### src/rtl/approx_err_monitor.sv
// ============================================================================
// approx_err_monitor : two-stage error-distance monitor for an approximate adder
// Optional: APPROX_ERR_MAXCAPTURE_EN keeps the operands of the max-ED sample.
// Revision: 1.0
// ============================================================================
`default_nettype none

module approx_err_monitor #(
    parameter int WIDTH = 32,
    parameter int CNT_W = 32,
    parameter int ACC_W = 48
) (
    input  logic             clk,
    input  logic             rst,
    input  logic             in_valid,
    output logic             in_ready,
    input  logic [WIDTH-1:0] in_a,
    input  logic [WIDTH-1:0] in_b,
    input  logic [WIDTH:0]   in_sum,
    input  logic             clear,
    output logic             out_valid,
    input  logic             out_ready,
    output logic [WIDTH:0]   out_ed,
    output logic             out_over,
    output logic [CNT_W-1:0] sample_cnt,
    output logic [CNT_W-1:0] err_cnt,
    output logic [WIDTH:0]   max_ed,
    output logic [ACC_W-1:0] sum_ed,
    output logic [WIDTH-1:0] max_a,
    output logic [WIDTH-1:0] max_b
);

    // Accumulator add is done one bit wider than the larger operand so overflow is visible.
    localparam int SUM_W = ((ACC_W > WIDTH + 1) ? ACC_W : WIDTH + 1) + 1;

    logic             s1_valid_q, s1_valid_d;
    logic [WIDTH:0]   s1_exact_q, s1_exact_d;
    logic [WIDTH:0]   s1_approx_q, s1_approx_d;
    logic             out_valid_q, out_valid_d;
    logic [WIDTH:0]   out_ed_q, out_ed_d;
    logic             out_over_q, out_over_d;
    logic [CNT_W-1:0] sample_cnt_q, sample_cnt_d;
    logic [CNT_W-1:0] err_cnt_q, err_cnt_d;
    logic [WIDTH:0]   max_ed_q, max_ed_d;
    logic [ACC_W-1:0] sum_ed_q, sum_ed_d;

    logic             s1_load, s2_load, max_upd;
    logic [WIDTH+1:0] diff, diff_abs;
    logic [WIDTH:0]   s2_ed;
    logic [CNT_W-1:0] cnt_base, err_base;
    logic [WIDTH:0]   max_base;
    logic [ACC_W-1:0] sum_base;
    logic [SUM_W-1:0] sum_wide;

    always_comb begin
        s2_load  = s1_valid_q && (!out_valid_q || out_ready);
        in_ready = !s1_valid_q || s2_load;
        s1_load  = in_valid && in_ready;

        s1_valid_d  = s1_load ? 1'b1 : (s2_load ? 1'b0 : s1_valid_q);
        s1_exact_d  = s1_load ? ({1'b0, in_a} + {1'b0, in_b}) : s1_exact_q;
        s1_approx_d = s1_load ? in_sum : s1_approx_q;

        diff     = {1'b0, s1_exact_q} - {1'b0, s1_approx_q};
        diff_abs = diff[WIDTH+1] ? (~diff + 1'b1) : diff;
        s2_ed    = diff_abs[WIDTH:0];

        out_valid_d = s2_load ? 1'b1 : (out_ready ? 1'b0 : out_valid_q);
        out_ed_d    = s2_load ? s2_ed : out_ed_q;
        out_over_d  = s2_load ? diff[WIDTH+1] : out_over_q;
    end

    // clear wipes the stored statistics first, so a coinciding sample starts a fresh set.
    always_comb begin
        cnt_base = clear ? '0 : sample_cnt_q;
        err_base = clear ? '0 : err_cnt_q;
        max_base = clear ? '0 : max_ed_q;
        sum_base = clear ? '0 : sum_ed_q;

        sample_cnt_d = cnt_base;
        err_cnt_d    = err_base;
        max_ed_d     = max_base;
        sum_ed_d     = sum_base;
        max_upd      = 1'b0;
        sum_wide     = SUM_W'(sum_base) + SUM_W'(s2_ed);

        if (s2_load) begin
            if (cnt_base != '1) sample_cnt_d = cnt_base + CNT_W'(1);
            if ((s2_ed != '0) && (err_base != '1)) err_cnt_d = err_base + CNT_W'(1);
            sum_ed_d = (sum_wide > SUM_W'({ACC_W{1'b1}})) ? '1 : sum_wide[ACC_W-1:0];
            if (s2_ed > max_base) begin
                max_ed_d = s2_ed;
                max_upd  = 1'b1;
            end
        end
    end

    always_ff @(posedge clk or posedge rst) begin
        if (rst) begin
            s1_valid_q   <= 1'b0;
            s1_exact_q   <= '0;
            s1_approx_q  <= '0;
            out_valid_q  <= 1'b0;
            out_ed_q     <= '0;
            out_over_q   <= 1'b0;
            sample_cnt_q <= '0;
            err_cnt_q    <= '0;
            max_ed_q     <= '0;
            sum_ed_q     <= '0;
        end else begin
            s1_valid_q   <= s1_valid_d;
            s1_exact_q   <= s1_exact_d;
            s1_approx_q  <= s1_approx_d;
            out_valid_q  <= out_valid_d;
            out_ed_q     <= out_ed_d;
            out_over_q   <= out_over_d;
            sample_cnt_q <= sample_cnt_d;
            err_cnt_q    <= err_cnt_d;
            max_ed_q     <= max_ed_d;
            sum_ed_q     <= sum_ed_d;
        end
    end

`ifdef APPROX_ERR_MAXCAPTURE_EN
    logic [WIDTH-1:0] s1_a_q, s1_a_d, s1_b_q, s1_b_d;
    logic [WIDTH-1:0] max_a_q, max_a_d, max_b_q, max_b_d;

    always_comb begin
        s1_a_d  = s1_load ? in_a : s1_a_q;
        s1_b_d  = s1_load ? in_b : s1_b_q;
        max_a_d = clear ? '0 : max_a_q;
        max_b_d = clear ? '0 : max_b_q;
        if (max_upd) begin
            max_a_d = s1_a_q;
            max_b_d = s1_b_q;
        end
    end

    always_ff @(posedge clk or posedge rst) begin
        if (rst) begin
            s1_a_q  <= '0;
            s1_b_q  <= '0;
            max_a_q <= '0;
            max_b_q <= '0;
        end else begin
            s1_a_q  <= s1_a_d;
            s1_b_q  <= s1_b_d;
            max_a_q <= max_a_d;
            max_b_q <= max_b_d;
        end
    end

    assign max_a = max_a_q;
    assign max_b = max_b_q;
`else
    logic unused_max_upd;
    assign unused_max_upd = max_upd;
    assign max_a = '0;
    assign max_b = '0;
`endif

    assign out_valid  = out_valid_q;
    assign out_ed     = out_ed_q;
    assign out_over   = out_over_q;
    assign sample_cnt = sample_cnt_q;
    assign err_cnt    = err_cnt_q;
    assign max_ed     = max_ed_q;
    assign sum_ed     = sum_ed_q;

endmodule

`default_nettype wire
### config.mk
export PLATFORM = sky130hd
export DESIGN_NAME = approx_err_monitor
export DESIGN_NICKNAME = d
export VERILOG_FILES = /design/src/rtl/approx_err_monitor.sv
export SDC_FILE = /design/constraint.sdc
export NUM_CORES = 1
export LEC_CHECK = 0
export BUFFER_PORTS_ARGS = -buffer_cell sky130_fd_sc_hd__buf_2
export CAP_MARGIN = 20
export CORE_MARGIN = 8
export CORE_UTILIZATION = 45
export CTS_BUF_LIST = sky130_fd_sc_hd__clkbuf_4
export CTS_CLUSTER_DIAMETER = 100
export DETAILED_ROUTE_END_ITERATION = 16
export PLACE_DENSITY_LB_ADDON = 0.1
export REMOVE_ABC_BUFFERS = 1
export SLEW_MARGIN = 5
export SYNTH_ARGS = -nofsm -noshare
export SYNTH_HDL_FRONTEND = slang
export SYNTH_SLANG_ARGS = --single-unit
### constraint.sdc
create_clock -name clk -period 15.4 [get_ports clk]
set_clock_uncertainty 0.15 [all_clocks]
set_input_delay 3.85 -clock clk [delete_from_list [all_inputs] [get_ports clk]]
set_output_delay 3.85 -clock clk [all_outputs]
set_load 0.02 [all_outputs]
==> flow_summary.json <==
{
  "crit_path_top_delay_cell": "a221oi_1",
  "grt_util_met1": 0.274,
  "root_buffer": "clkbuf_4",
  "track_usage": 0.209,
  "netlist.area_leader.share": 0.330,
  "via_per_inst": 5.39,
  "insertion_delay_ns": 0.73,
  "p_int_mw": 2.15,
  "avgSynthCellArea_um2": 8.70,
  "crit_arrival_ns": 9.09,
  "report.final.slew_viol_count": 0,
  "synth_warnings": 0,
  "cp.required_ns": 15.84,
  "pwr-share-seq": 0.217,
  "synth_edf_count": 0,
  "p_sw_frac": 0.481,
  "fillers": 3987,
  "place_ws_ns": 6.06,
  "netlist-cell-type-count": 104,
  "cp_max_fo": 52,
  "remaining_drc_errors": 0,
  "min_period_ns": 8.65,
  "die-area_um2": 48400,
  "final-setup-viol-count": 0,
  "worstHoldPathType": "flip-flop to flip-flop",
  "rrSetupSlack_ns": 7.16,
  "hold_buffers": 0,
  "nets": 2679,
  "cp_common_cell": "a21oi_1",
  "synthToLayoutAreaGrowth_pct": 13.8,
  "netlist_area_um2": 18700,
  "post_drt_wl_per_cell_um": 17.4,
  "critPathLaunch": "clear",
  "fin_tns_setup_ns": 0,
  "cts_buffers": 72,
  "grt_max_degree": 127,
  "cts_sinks": 247,
  "power.leakage_nw": 10.3,
  "met3_usage": 0.0367,
  "tightest_slew_ns": 1.08,
  "pin_count": 347,
  "max_stage_delay_ns": 0.51,
  "hold_violations": 0,
  "place.gp.congestion": 0.899,
  "rsz0062_at_grt": "no",
  "pwr_density_cell_nw_per_um2": 194,
  "fin_crit_sh": 0.561,
  "cts_setup_buffers": 0,
  "port-buffer-count": 282,
  "cp_cell_sequence": "buf_4, clkinv_1, buf_4, nand2_1, inv_1, ha_1, a211o_1, o211ai_1, a31oi_1, a221oi_1, a21oi_1, a21oi_1, nor2b_1, o21ai_0, a21o_1, a22oi_1, a41oi_1, a211oi_2, o21bai_1, a21oi_1, nand3_1, mux2_2",
  "synth_top_area_cell": "dfrtp_1",
  "wl_mm": 52.5,
  "cts.htree.levels": 3,
  "ant_nets": 0,
  "grt_pass1_wl_mm": 83.4,
  "grt_pass1_vias": 16300,
  "seq_area_frac_synth": 0.330,
  "grtUsageMet2": 0.342,
  "max_slew_margin": 0.260,
  "drv_cap": 0,
  "clk_pin_slew_ns": 0.06,
  "multi_input_area_um2": 11600,
  "start_util": 0.458,
  "hp-start": "out_ed[18]$_DFFE_PP0P_",
  "status": "finished, final reports clean",
  "clkPwrFrac": 0.155,
  "seq_area_um2": 6180,
  "start_kind": "input port",
  "ff2ff_path_depth": 28,
  "coreArea_um2": 40900,
  "cp_num_cells": 22,
  "rows": 74,
  "die_height_um": 220,
  "synthFlopType": "dfrtp_1",
  "drive_gt1_frac": 0.203,
  "dp_hpwl_mm": 40.1,
  "postSynth.asyncResetShare": 1.00,
  "top_usage_layer": "met2",
  "cts_tree": "built",
  "clock.fmax_ghz": 0.116,
  "antenna_found_initial": 1,
  "yosys-top-cells-area": "dfrtp_1 (33%), ha_1 (8.7%), nand2_1 (4.2%), xnor2_1 (4.0%), o21ai_0 (3.8%)",
  "cts_resized": 0,
  "post-synth-top-count-cell": "dfrtp_1",
  "die_x_um": 220,
  "drtPass1Iterations": 5,
  "crit_family": "compound AO/OA/AOI/OAI gates",
  "path_buf_inv": 4,
  "drt-initial-drc-count": 1146,
  "syn_inst": 2152,
  "grt_overflow_total": 0,
  "vdd_drop_max_mv": 0.0687,
  "synth_common_cells": "dfrtp_1 (247), nand2_1 (208), nor2_1 (156), o21ai_0 (143), ha_1 (130)",
  "worst-setup-path-type": "input port to flip-flop",
  "min_delay_path_depth": 2,
  "worst_slack_ns": 6.75,
  "switchingPower_mw": 1.99,
  "clk_path_buf_depth": 3,
  "worst_setup_path_end_kind": "flip-flop",
  "p_comb_frac": 0.628,
  "synth-seq-cells": 247,
  "num_vias": 16300,
  "worstReg2RegStart": "s1_exact_q[0]$_DFFE_PP0P_"
}
==> per-layer routing <==
| metal | vias up | wire (um) |
|---|---|---|
| li1 | 8159 | - |
| met4 | 0 | 1380 |
| met1 | 7663 | 23800 |
| met5 | - | 0 |
| met2 | 412 | 24600 |
| met3 | 86 | 2770 |
==> power groups by stage <==
stage	clock network [mW]	registers [mW]	logic, mW
after floorplan	0	1.03	1.79
after global routing	0.706	0.917	2.89
after detailed placement	0	0.911	2.59
after global placement	0	0.908	2.55
final	0.642	0.898	2.60
after CTS	0.670	0.902	2.60
==> placed cells by master (no fill, tap or decap), types with 14 or more instances in the layout <==
| cell | count |
|---|---|
| a21o_1 | 41 |
| nor3_1 | 27 |
| o21a_1 | 20 |
| nand2b_1 | 26 |
| mux2i_1 | 38 |
| o21ai_0 | 143 |
| nand3_1 | 56 |
| buf_2 | 281 |
| o31ai_1 | 15 |
| a21oi_1 | 123 |
| or3_1 | 14 |
| buf_4 | 16 |
| xnor2_1 | 86 |
| dfrtp_1 | 247 |
| and3_1 | 46 |
| nand4_1 | 42 |
| and2_1 | 21 |
| a211oi_1 | 17 |
| clkbuf_4 | 101 |
| nor2_1 | 156 |
| inv_1 | 110 |
| a31oi_1 | 36 |
| xor2_1 | 65 |
| mux2_2 | 44 |
| clkinv_1 | 17 |
| ha_1 | 130 |
| nor2b_1 | 80 |
| conb_1 | 64 |
| nand2_1 | 206 |
==> cells by family after synthesis <==
logic type / Yosys count / synth area share
flip-flops: 247 / 0.330
adder cells (fa/ha/maj): 135 / 0.0911
buffers and inverters: 257 / 0.0663
multiplexers: 88 / 0.0504
AND/OR/NAND/NOR: 747 / 0.203
XOR/XNOR: 156 / 0.0759
other: 1 / 0.000200
AO/OA/AOI/OAI: 521 / 0.183
==> area by class of cell <==
class / instances / area share
multi-input combinational: 1711 / 0.543
antenna: 2 / 0.000235
clock inverter: 21 / 0.00757
clock buffer: 101 / 0.0356
inverter: 114 / 0.0204
tap: 532 / 0.0312
sequential: 247 / 0.290
timing repair buffer: 298 / 0.0719
==> per-stage QoR <==
step	hold slack [ns]	utilization	power [mW]	cells	cell area (um^2)
global route	0.355	0.521	4.52	3025	21300
floorplan	0.305	-	2.82	2072	18200
detailed placement	0.312	0.498	3.50	2901	20400
global placement	0.307	0.498	3.46	2901	20400
finish	0.324	0.521	4.14	3026	21300
CTS	0.326	0.521	4.18	3023	21300
==> worst reg2reg max path, delay by kind of cell (launching register included) <==
kind	cells	cell delay, ns
simple gates	7	1.25
flops	1	0.34
mux	1	0.33
fa+ha+maj	3	1.01
xor+xnor	1	0.20
buf+inv	2	0.20
compound gates	14	4.60
==> registers in the layout (all words and copies together), names as in the netlist <==
| register | cells |
|---|---|
| s1_exact_q | 33 |
| max_ed | 33 |
| out_valid | 1 |
| err_cnt | 32 |
| out_over | 1 |
| s1_approx_q | 33 |
| s1_valid_q | 1 |
| sample_cnt | 32 |
| sum_ed | 48 |
| out_ed | 33 |
==> final timing paths <==
| kind | end |
|---|---|
| max in group asynchronous | sample_cnt[10]$_DFF_PP0_ |
| min in group asynchronous | sample_cnt[2]$_DFF_PP0_ |
| min reg2reg | out_ed[18]$_DFFE_PP0P_ |
| max reg2reg | sum_ed[43]$_DFF_PP0_ |
| min | out_ed[18]$_DFFE_PP0P_ |
| max | sum_ed[43]$_DFF_PP0_ |
(Power assumes the default switching activity.)
